<file path="config.mk">
export PLATFORM = sky130hd
export DESIGN_NAME = tlb_op_ctrl_flat
export DESIGN_NICKNAME = d
export VERILOG_FILES = /design/src/rtl/tlb_op_ctrl_pkg.sv /design/src/rtl/tlb_op_ctrl_if.sv /design/src/rtl/tlb_rand_cnt.sv /design/src/rtl/tlb_op_ctrl.sv /design/src/flat_wrapper.sv
export SDC_FILE = /design/constraint.sdc
export NUM_CORES = 1
export LEC_CHECK = 0
export ABC_AREA = 1
export CORE_MARGIN = 4
export CORE_UTILIZATION = 64
export DETAILED_ROUTE_END_ITERATION = 6
export DONT_BUFFER_PORTS = 1
export PLACE_DENSITY = 0.8
export SLEW_MARGIN = 40
export SYNTH_ARGS = -nofsm -noshare
export SYNTH_HDL_FRONTEND = slang
export SYNTH_HIERARCHICAL = 1
export SYNTH_SLANG_ARGS = --single-unit
</file>
<file path="constraint.sdc">
create_clock -name clk -period 1.78 [get_ports clk]
set_input_delay 0.267 -clock clk [delete_from_list [all_inputs] [get_ports clk]]
set_output_delay 0.267 -clock clk [all_outputs]
set_load 0.01 [all_outputs]
</file>
<file path="src/rtl/tlb_op_ctrl_pkg.sv">
// Shared CPU defines for the TLB instruction controller: op encoding and FSM states.
package tlb_op_ctrl_pkg;

  localparam int unsigned TLBNUM_DEF = 16;

  typedef enum logic [1:0] {
    OP_TLBP  = 2'd0,
    OP_TLBR  = 2'd1,
    OP_TLBWI = 2'd2,
    OP_TLBWR = 2'd3
  } tlb_op_t;

  typedef enum logic [2:0] {
    ST_IDLE     = 3'd0,
    ST_PROBE    = 3'd1,
    ST_PROBE_WB = 3'd2,
    ST_READ     = 3'd3,
    ST_READ_WB  = 3'd4,
    ST_WRITE    = 3'd5,
    ST_FLUSH    = 3'd6
  } tlb_state_t;

endpackage

</file>
<file path="src/rtl/tlb_op_ctrl_if.sv">
// Pipeline/TLB/CP0 signal bundle around the TLB instruction controller.
interface tlb_op_ctrl_if
  import tlb_op_ctrl_pkg::*;
#(
  parameter int unsigned IW = 4
);
  logic          op_valid;
  tlb_op_t       op_type;
  logic          op_done;
  logic          busy;
  logic          dmem_req;
  logic          dmem_grant;
  logic          s1_probe_sel;
  logic          s1_found;
  logic [IW-1:0] s1_index;
  logic [IW-1:0] cp0_index;
  logic [IW-1:0] tlb_r_index;
  logic [IW-1:0] tlb_w_index;
  logic          tlb_we;
  logic          cp0_p_wr;
  logic          cp0_p_notfound;
  logic [IW-1:0] cp0_p_index;
  logic          cp0_r_wr;
  logic          flush_req;
  logic          flush_ack;

  // Controller side.
  modport slave (
    input  op_valid, op_type, dmem_req, s1_found, s1_index, cp0_index, flush_ack,
    output op_done, busy, dmem_grant, s1_probe_sel, tlb_r_index, tlb_w_index,
           tlb_we, cp0_p_wr, cp0_p_notfound, cp0_p_index, cp0_r_wr, flush_req
  );

  // Pipeline / TLB / CP0 side.
  modport master (
    output op_valid, op_type, dmem_req, s1_found, s1_index, cp0_index, flush_ack,
    input  op_done, busy, dmem_grant, s1_probe_sel, tlb_r_index, tlb_w_index,
           tlb_we, cp0_p_wr, cp0_p_notfound, cp0_p_index, cp0_r_wr, flush_req
  );

endinterface

</file>
<file path="src/rtl/tlb_rand_cnt.sv">
// Free-running down counter supplying the TLBWR replacement index.
module tlb_rand_cnt #(
  parameter int unsigned TLBNUM = 16,
  localparam int unsigned IW = $clog2(TLBNUM)
) (
  input  logic          clk,
  input  logic          rst,
  output logic [IW-1:0] count
);

  logic [IW-1:0] count_q, count_d;

  always_comb begin
    count_d = (count_q == '0) ? IW'(TLBNUM - 1) : count_q - IW'(1);
  end

  always_ff @(posedge clk) begin
    if (rst) count_q <= IW'(TLBNUM - 1);
    else     count_q <= count_d;
  end

  assign count = count_q;

endmodule

</file>
<file path="src/rtl/tlb_op_ctrl.sv">
// Sequences TLBP/TLBR/TLBWI/TLBWR: shares search port s1 with data translation,
// writes probe/read results back to CP0 and requests a refetch flush after writes.
module tlb_op_ctrl
  import tlb_op_ctrl_pkg::*;
#(
  parameter int unsigned TLBNUM = TLBNUM_DEF,
  localparam int unsigned IW = $clog2(TLBNUM)
) (
  input  logic          clk,
  input  logic          rst,
  tlb_op_ctrl_if.slave  bus
);

  tlb_state_t    state_q, state_d;
  logic [IW-1:0] w_idx_q, w_idx_d;
  logic [IW-1:0] p_idx_q, p_idx_d;
  logic          found_q, found_d;
  logic [IW-1:0] rand_cnt;

  tlb_rand_cnt #(.TLBNUM(TLBNUM)) u_rand (
    .clk   (clk),
    .rst   (rst),
    .count (rand_cnt)
  );

  always_ff @(posedge clk) begin
    if (rst) begin
      state_q <= ST_IDLE;
      w_idx_q <= '0;
      p_idx_q <= '0;
      found_q <= 1'b0;
    end else begin
      state_q <= state_d;
      w_idx_q <= w_idx_d;
      p_idx_q <= p_idx_d;
      found_q <= found_d;
    end
  end

  // Next state and state-decoded outputs.
  always_comb begin
    state_d            = state_q;
    w_idx_d            = w_idx_q;
    p_idx_d            = p_idx_q;
    found_d            = found_q;
    bus.op_done        = 1'b0;
    bus.busy           = (state_q != ST_IDLE) || bus.op_valid;
    bus.dmem_grant     = bus.dmem_req;
    bus.s1_probe_sel   = 1'b0;
    bus.tlb_r_index    = '0;
    bus.tlb_w_index    = '0;
    bus.tlb_we         = 1'b0;
    bus.cp0_p_wr       = 1'b0;
    bus.cp0_p_notfound = 1'b0;
    bus.cp0_p_index    = '0;
    bus.cp0_r_wr       = 1'b0;
    bus.flush_req      = 1'b0;

    unique case (state_q)
      ST_IDLE: begin
        if (bus.op_valid) begin
          unique case (bus.op_type)
            OP_TLBP:  state_d = ST_PROBE;
            OP_TLBR:  state_d = ST_READ;
            OP_TLBWI: begin
              w_idx_d = bus.cp0_index;
              state_d = ST_WRITE;
            end
            OP_TLBWR: begin
              w_idx_d = rand_cnt;
              state_d = ST_WRITE;
            end
            default:  state_d = ST_IDLE;
          endcase
        end
      end
      ST_PROBE: begin
        bus.s1_probe_sel = 1'b1;
        bus.dmem_grant   = 1'b0;
        found_d          = bus.s1_found;
        p_idx_d          = bus.s1_index;
        state_d          = ST_PROBE_WB;
      end
      ST_PROBE_WB: begin
        bus.cp0_p_wr       = 1'b1;
        bus.cp0_p_notfound = ~found_q;
        bus.cp0_p_index    = p_idx_q;
        bus.op_done        = 1'b1;
        state_d            = ST_IDLE;
      end
      ST_READ: begin
        bus.tlb_r_index = bus.cp0_index;
        state_d         = ST_READ_WB;
      end
      ST_READ_WB: begin
        bus.cp0_r_wr = 1'b1;
        bus.op_done  = 1'b1;
        state_d      = ST_IDLE;
      end
      ST_WRITE: begin
        bus.tlb_we      = 1'b1;
        bus.tlb_w_index = w_idx_q;
        state_d         = ST_FLUSH;
      end
      ST_FLUSH: begin
        bus.flush_req = 1'b1;
        if (bus.flush_ack) begin
          bus.op_done = 1'b1;
          state_d     = ST_IDLE;
        end
      end
      default: state_d = ST_IDLE;
    endcase

    // Reset cycle kills every strobe so an aborted op leaves no side effects.
    if (rst) begin
      bus.op_done        = 1'b0;
      bus.busy           = 1'b0;
      bus.s1_probe_sel   = 1'b0;
      bus.tlb_r_index    = '0;
      bus.tlb_w_index    = '0;
      bus.tlb_we         = 1'b0;
      bus.cp0_p_wr       = 1'b0;
      bus.cp0_p_notfound = 1'b0;
      bus.cp0_p_index    = '0;
      bus.cp0_r_wr       = 1'b0;
      bus.flush_req      = 1'b0;
      bus.dmem_grant     = bus.dmem_req;
    end
  end

endmodule

</file>
<file path="src/flat_wrapper.sv">
// flat-port wrapper written by rule: the top's interface ports become plain ports
module tlb_op_ctrl_flat import tlb_op_ctrl_pkg::*;
#(
  parameter int unsigned TLBNUM = TLBNUM_DEF,
  localparam int unsigned IW = $clog2(TLBNUM)
)
  (clk, rst, bus_op_valid, bus_op_type, bus_dmem_req, bus_s1_found, bus_s1_index, bus_cp0_index, bus_flush_ack, bus_op_done, bus_busy, bus_dmem_grant, bus_s1_probe_sel, bus_tlb_r_index, bus_tlb_w_index, bus_tlb_we, bus_cp0_p_wr, bus_cp0_p_notfound, bus_cp0_p_index, bus_cp0_r_wr, bus_flush_req);
  tlb_op_ctrl_if #(.IW(4)) bus_i ();
  input  logic clk;
  input  logic rst;
  input wire logic [$bits(bus_i.op_valid)-1:0] bus_op_valid;
  input wire logic [$bits(bus_i.op_type)-1:0] bus_op_type;
  input wire logic [$bits(bus_i.dmem_req)-1:0] bus_dmem_req;
  input wire logic [$bits(bus_i.s1_found)-1:0] bus_s1_found;
  input wire logic [$bits(bus_i.s1_index)-1:0] bus_s1_index;
  input wire logic [$bits(bus_i.cp0_index)-1:0] bus_cp0_index;
  input wire logic [$bits(bus_i.flush_ack)-1:0] bus_flush_ack;
  output wire logic [$bits(bus_i.op_done)-1:0] bus_op_done;
  output wire logic [$bits(bus_i.busy)-1:0] bus_busy;
  output wire logic [$bits(bus_i.dmem_grant)-1:0] bus_dmem_grant;
  output wire logic [$bits(bus_i.s1_probe_sel)-1:0] bus_s1_probe_sel;
  output wire logic [$bits(bus_i.tlb_r_index)-1:0] bus_tlb_r_index;
  output wire logic [$bits(bus_i.tlb_w_index)-1:0] bus_tlb_w_index;
  output wire logic [$bits(bus_i.tlb_we)-1:0] bus_tlb_we;
  output wire logic [$bits(bus_i.cp0_p_wr)-1:0] bus_cp0_p_wr;
  output wire logic [$bits(bus_i.cp0_p_notfound)-1:0] bus_cp0_p_notfound;
  output wire logic [$bits(bus_i.cp0_p_index)-1:0] bus_cp0_p_index;
  output wire logic [$bits(bus_i.cp0_r_wr)-1:0] bus_cp0_r_wr;
  output wire logic [$bits(bus_i.flush_req)-1:0] bus_flush_req;
  assign bus_i.op_valid = bus_op_valid;
  assign bus_i.op_type = bus_op_type;
  assign bus_i.dmem_req = bus_dmem_req;
  assign bus_i.s1_found = bus_s1_found;
  assign bus_i.s1_index = bus_s1_index;
  assign bus_i.cp0_index = bus_cp0_index;
  assign bus_i.flush_ack = bus_flush_ack;
  assign bus_op_done = bus_i.op_done;
  assign bus_busy = bus_i.busy;
  assign bus_dmem_grant = bus_i.dmem_grant;
  assign bus_s1_probe_sel = bus_i.s1_probe_sel;
  assign bus_tlb_r_index = bus_i.tlb_r_index;
  assign bus_tlb_w_index = bus_i.tlb_w_index;
  assign bus_tlb_we = bus_i.tlb_we;
  assign bus_cp0_p_wr = bus_i.cp0_p_wr;
  assign bus_cp0_p_notfound = bus_i.cp0_p_notfound;
  assign bus_cp0_p_index = bus_i.cp0_p_index;
  assign bus_cp0_r_wr = bus_i.cp0_r_wr;
  assign bus_flush_req = bus_i.flush_req;
  tlb_op_ctrl #(.TLBNUM(TLBNUM)) u_core (.clk(clk), .rst(rst), .bus(bus_i));
endmodule
</file>
==> flow_summary_export.csv, run 1 <==
group,metric,value,unit
status,outcome,"finished clean",
placed_design,pre_cts_slack,0.414,ns
cts,htree_levels,1,
cts,numCtsBuffers,3,
placed_design,post_dp_cell_area,923,um^2
power_and_ir_drop,switching_share,43.6,%
power_and_ir_drop,pwr-share-clk,17.7,%
flow_run,maxCapViolCount,0,
min_path,holdCritPathClass,"in -> reg",
grt,grt_max_degree,12,
synthesis,synth_edf_count,0,
finish,regArea,323,um^2
placed_design,place_congestion,0.789,
sta,rsz0062_at_grt,"false",
cts,clock-sinks,16,
synthesis,synth_area,918,um^2
grt,grt.total_usage,19.9,%
synthesis,ys_seq_area_share,34.9,%
critical_path,critPathMaxFanout,5,
synthesis,ys_types,22,
grt,grt_pass1_vias,758,
power_and_ir_drop,pwr-share-comb,40.8,%
critical_path,r2r-start,"u_core/state_q[1]$_SDFFE_PP0P_",
power_and_ir_drop,vdd_drop_max,0.700,mV
synthesis,synth-seq-cells,16,
critical_path,cp-start-kind,"register",
floorplan,placementRows,13,
sta,drv_slew,0,
detailed_routing,drt-wirelength-per-cell,11.7,um
floorplan,core,1330,um^2
floorplan,start_util,68.9,%
sta,fin_skew,0.00958,ns
cts,clk_pin_slew,0.10,ns
critical_path,slowest_delay,0.46,ns
finish,n_fill_cell,138,
finish,final_cell_mix,"nand2_1, nor2_1, inv_1",
floorplan,die_h,45.9,um
critical_path,path_cells,"inv_1, nor2_1, nand2_1, nor2_1",
power_and_ir_drop,power.switching,0.594,mW
min_path,min_from,"rst",
floorplan,die-area,2100,um^2
power_and_ir_drop,p_int,0.767,mW
critical_path,required,1.51,ns
sta,min_period_over_period,91.7,%
finish,n_antenna_cell,0,
detailed_routing,drt_iter0_markers,13,
critical_path,reg2reg_setup_slack,0.66,ns
detailed_routing,route.detailed.drc,0,
power_and_ir_drop,p_leak,0.520,nW
grt,antenna_found_initial,0,
finish,finish.instance_area,962,um^2
finish,instances_no_fill,163,
cts,hold_buffers,0,
sta,timing.setup.tns,0,ns
critical_path,crit_top_cell,"nor2_1",
synthesis,async_flop_share,0,%
critical_path,critical_path_class,"reg -> out",
placed_design,hpwl,1.49,mm
grt,grt_overflow,0,
finish,fin_nets,166,
sta,finalHoldViolCount,0,
power_and_ir_drop,power_density,1410,nW/um^2
grt,grt_pass1_wl,3.04,mm
synthesis,syn_nets,163,
placed_design,port_buffers,0,
critical_path,reg2reg_to,"u_core/p_idx_q[3]$_SDFFE_PP0P_",
cts,cts-root-buf,"clkbuf_4",
critical_path,r2r_cells,4,
detailed_routing,wl,1.90,mm
synthesis,synthCells,146,
detailed_routing,vias_per_cell,5.24,
finish,drive_above_1_share,12.2,%
sta,fmaxAchievable,613,MHz
detailed_routing,via_count,854,
floorplan,io_pins,37,
power_and_ir_drop,pwr-share-seq,41.5,%
finish,post-route-util,72.1,%
critical_path,slowest_stage,"dfxtp_1",
placed_design,post-place-cells,159,
power_and_ir_drop,power.total,1.36,mW
sta,fin_crit,1.63,ns
detailed_routing,ant_nets,0,
critical_path,worstPathArrival,1.37,ns
min_path,min_to,"u_core/u_rand/count[2]$_SDFF_PP1_",
critical_path,endpoint_kind,"output port",
sta,setup_slack,0.148,ns
sta,setup_violations,0,
cts,clock_path_buffers,2,
sta,tightest_slew,0.369,ns
finish,areaGrowthSynthToFinish,4.77,%
sta,maxSlewHeadroom,75.2,%
cts,cts_tree,"done",
floorplan,die_w,45.9,um
synthesis,synth_warnings,6,
detailed_routing,drt_pass1_iterations,4,
min_path,hold_path_depth,2,
cts,clock_latency,0.29,ns
synthesis,synth_flop_cell,"dfxtp_1",
synthesis,syn-mean-instance-area,6.29,um^2
finish,multi_input_area,479,um^2
sta,whs,0.0711,ns
finish,layout_commonest_cell,"nand2_1",
## power by group through the flow
stage,Clock [mW],Combinational (mW),Sequential [mW]
floorplan,0,0.494,0.546
global placement,0,0.537,0.565
detailed placement,0,0.553,0.569
CTS,0.244,0.554,0.561
global route,0.256,0.641,0.574
finish,0.241,0.555,0.565
## cell usage after synthesis (2+ instances only)
cell     count  area (um^2)
buf_2        2         10.0
inv_1       24         90.1
a21oi_1      5         25.0
dfxtp_1     16          320
inv_2        2         7.51
nand3_1      8         40.0
nand2_1     38          143
o21ai_2      3         26.3
o21ai_1      2         10.0
nor3_1       3         15.0
nor2_1      32          120
## sequential cells by signal (all words and copies together), names as in the netlist
signal and flops:
u_core/w_idx_q 4, u_core/p_idx_q 4, u_core/state_q 3, u_core/found_q 1
u_core/u_rand/count 4
## repair_timing
item	CTS	global route
gates resized for setup	0	2
buffers inserted	0	0
endpoints found under the setup margin	0	9
## worst max-delay path by stage
stage                                         from                 end  slack, ns  cells after the start
finish              u_core/state_q[2]$_SDFFE_PP0P_  bus_tlb_w_index[0]       0.15                      4
CTS                 u_core/state_q[0]$_SDFFE_PP0P_  bus_tlb_w_index[0]       0.08                      4
global route        u_core/state_q[2]$_SDFFE_PP0P_  bus_tlb_w_index[1]       0.03                      4
detailed placement  u_core/state_q[0]$_SDFFE_PP0P_  bus_tlb_w_index[0]       0.41                      4
floorplan           u_core/state_q[1]$_SDFFE_PP0P_    bus_s1_probe_sel       0.56                      4
global placement    u_core/state_q[0]$_SDFFE_PP0P_  bus_tlb_w_index[3]       0.41                      4
## area by class of cell
cell class | instances | area share (%)
Inverter | 26 | 10.1
Sequential cell | 16 | 33.6
Multi-Input combinational cell | 101 | 49.8
Clock buffer | 4 | 3.77
Timing Repair Buffer | 1 | 0.780
Tap cell | 15 | 1.95
## kinds of logic after synthesis
logic type	Yosys count	share of synthesized area, %
simple gates	87	41.7
buf+inv	29	12.9
flops	16	34.9
compound gates	12	8.17
xor+xnor	1	0.954
fa+ha+maj	1	1.36
## critical path: cells and delay by family, from the launching register on
kind / cells / cell delay [ns]
and+or+nand+nor: 3 / 0.47
DFF: 1 / 0.46
buffers and inverters: 1 / 0.14
## per-layer routing
metal  vias to the layer above  wire, um  GRT usage, %
met5                         -         0             0
met4                         0        10          3.41
met3                         2       193          8.30
met2                        31       981          36.0
met1                       376       715          21.5
li1                        445         -             -
(Power assumes the default switching activity.)
==> run 2, diff against run 1 <==
==> constraint.sdc (replaced) <==
create_clock -name clk -period 2 [get_ports clk]
set_input_delay 0.3 -clock clk [delete_from_list [all_inputs] [get_ports clk]]
set_output_delay 0.3 -clock clk [all_outputs]
set_load 0.01 [all_outputs]
==> run 2 against run 1 <==
- count of clock-buffer cells in the layout unchanged
- power decreased by 11%
- routed wire length increased by 3.5%
- clock skew decreased by 0.0077 ns
- combinational power decreased by 11%
- setup slack improved by 0.15 ns
- cell count decreased by 0.61%
- critical path type unchanged
==> flow_summary_export.csv, run 2 (synthesis gave the netlist of run 1 again) <==
group,metric,value,unit
critical_path,r2r-start,"u_core/state_q[1]$_SDFFE_PP0P_",
detailed_routing,drt-wirelength-per-cell,12.1,um
grt,grt_pass1_wl,3.28,mm
cts,clock-sinks,16,
sta,rsz0062_at_grt,"false",
finish,n_fill_cell,123,
sta,fin_crit,1.71,ns
floorplan,die_w,45.9,um
placed_design,pre_cts_slack,0.545,ns
placed_design,place_congestion,0.848,
placed_design,hpwl,1.54,mm
detailed_routing,drt_pass1_iterations,5,
critical_path,worstPathArrival,1.41,ns
detailed_routing,ant_nets,0,
min_path,hold_path_depth,2,
critical_path,endpoint_kind,"output port",
detailed_routing,route.detailed.drc,0,
cts,cts-root-buf,"clkbuf_4",
power_and_ir_drop,power.switching,0.534,mW
finish,layout_commonest_cell,"nand2_1",
sta,setup_slack,0.293,ns
sta,maxSlewHeadroom,69.7,%
finish,fin_nets,165,
floorplan,core,1330,um^2
cts,cts_tree,"done",
cts,hold_buffers,0,
cts,numCtsBuffers,3,
critical_path,cp-start-kind,"register",
status,outcome,"finished clean",
critical_path,r2r_cells,6,
critical_path,required,1.70,ns
sta,min_period_over_period,85.3,%
detailed_routing,drt_iter0_markers,16,
power_and_ir_drop,pwr-share-comb,40.9,%
power_and_ir_drop,p_int,0.676,mW
cts,clock_latency,0.28,ns
grt,grt.total_usage,21.3,%
placed_design,port_buffers,0,
floorplan,io_pins,37,
sta,tightest_slew,0.454,ns
power_and_ir_drop,power.total,1.21,mW
placed_design,post-place-cells,158,
floorplan,placementRows,13,
finish,final_cell_mix,"nand2_1, nor2_1, inv_1",
cts,postCtsSetupBuffers,0,
grt,grt_overflow,0,
critical_path,reg2reg_to,"u_core/state_q[0]$_SDFFE_PP0P_",
power_and_ir_drop,p_leak,0.515,nW
detailed_routing,wl,1.97,mm
finish,areaGrowthSynthToFinish,3.68,%
finish,n_antenna_cell,0,
power_and_ir_drop,pwr-share-seq,41.4,%
finish,finish.instance_area,952,um^2
min_path,holdCritPathClass,"in -> reg",
cts,clk_pin_slew,0.09,ns
power_and_ir_drop,pwr-share-clk,17.7,%
grt,antenna_found_initial,0,
power_and_ir_drop,vdd_drop_max,0.723,mV
floorplan,die_h,45.9,um
sta,fmaxAchievable,586,MHz
floorplan,start_util,68.9,%
power_and_ir_drop,power_density,1270,nW/um^2
sta,fin_skew,0.00193,ns
min_path,min_from,"rst",
sta,setup_violations,0,
min_path,min_to,"u_core/u_rand/count[0]$_SDFF_PP1_",
detailed_routing,vias_per_cell,5.27,
detailed_routing,via_count,854,
sta,whs,0.116,ns
flow_run,maxCapViolCount,0,
floorplan,die-area,2100,um^2
critical_path,reg2reg_setup_slack,0.80,ns
sta,drv_slew,0,
finish,drive_above_1_share,10.2,%
sta,finalHoldViolCount,0,
finish,regArea,320,um^2
grt,grt_max_degree,15,
sta,timing.setup.tns,0,ns
finish,instances_no_fill,162,
cts,htree_levels,1,
grt,grt_pass1_vias,780,
critical_path,critical_path_class,"reg -> out",
placed_design,post_dp_cell_area,916,um^2
cts,ctsResizeCount,0,
critical_path,critPathMaxFanout,7,
cts,clock_path_buffers,2,
finish,multi_input_area,479,um^2
finish,post-route-util,71.4,%
power_and_ir_drop,switching_share,44.1,%
## run 2: cell type report
| type | count | share of cell area (%) |
|---|---|---|
| well taps | 15 | 1.97 |
| multi-input cells | 101 | 50.3 |
| clock buffers | 4 | 3.81 |
| flip-flops and latches | 16 | 33.6 |
| inverters | 26 | 10.2 |
## run 2: routing by layer
metal	global-route usage, %	routed length (um)	vias up	part of all wire (%)
met5	0	0	-	0
met4	8.52	57	0	2.9
met3	3.95	168	8	8.5
met2	36.3	918	38	47
met1	26.0	822	363	42
li1	-	-	445	-
## run 2: how the worst max path moves through the flow
stage | startpoint | slack (ns) | end
2_1_floorplan | u_core/state_q[1]$_SDFFE_PP0P_ | 0.75 | bus_s1_probe_sel
3_3_place_gp | rst | 0.55 | bus_tlb_r_index[2]
3_5_place_dp | rst | 0.55 | bus_tlb_r_index[2]
4_1_cts | u_core/state_q[0]$_SDFFE_PP0P_ | 0.28 | bus_tlb_w_index[0]
5_1_grt | u_core/state_q[1]$_SDFFE_PP0P_ | 0.16 | bus_cp0_p_index[1]
6_report | u_core/state_q[0]$_SDFFE_PP0P_ | 0.29 | bus_tlb_w_index[0]
## run 2: critical path: stages, from the launching register on
cell	delay (ns)
dfxtp_1	0.52
nand2_1	0.14
nor2_1	0.10
nand2_1	0.13
nor2_1	0.24
## run 2: power by group through the flow
| stage | registers, mW | logic, mW | clock network [mW] |
|---|---|---|---|
| after floorplan | 0.486 | 0.439 | 0 |
| after global placement | 0.500 | 0.480 | 0 |
| after detailed placement | 0.506 | 0.491 | 0 |
| after CTS | 0.500 | 0.493 | 0.218 |
| after global routing | 0.512 | 0.569 | 0.230 |
| final | 0.501 | 0.495 | 0.214 |
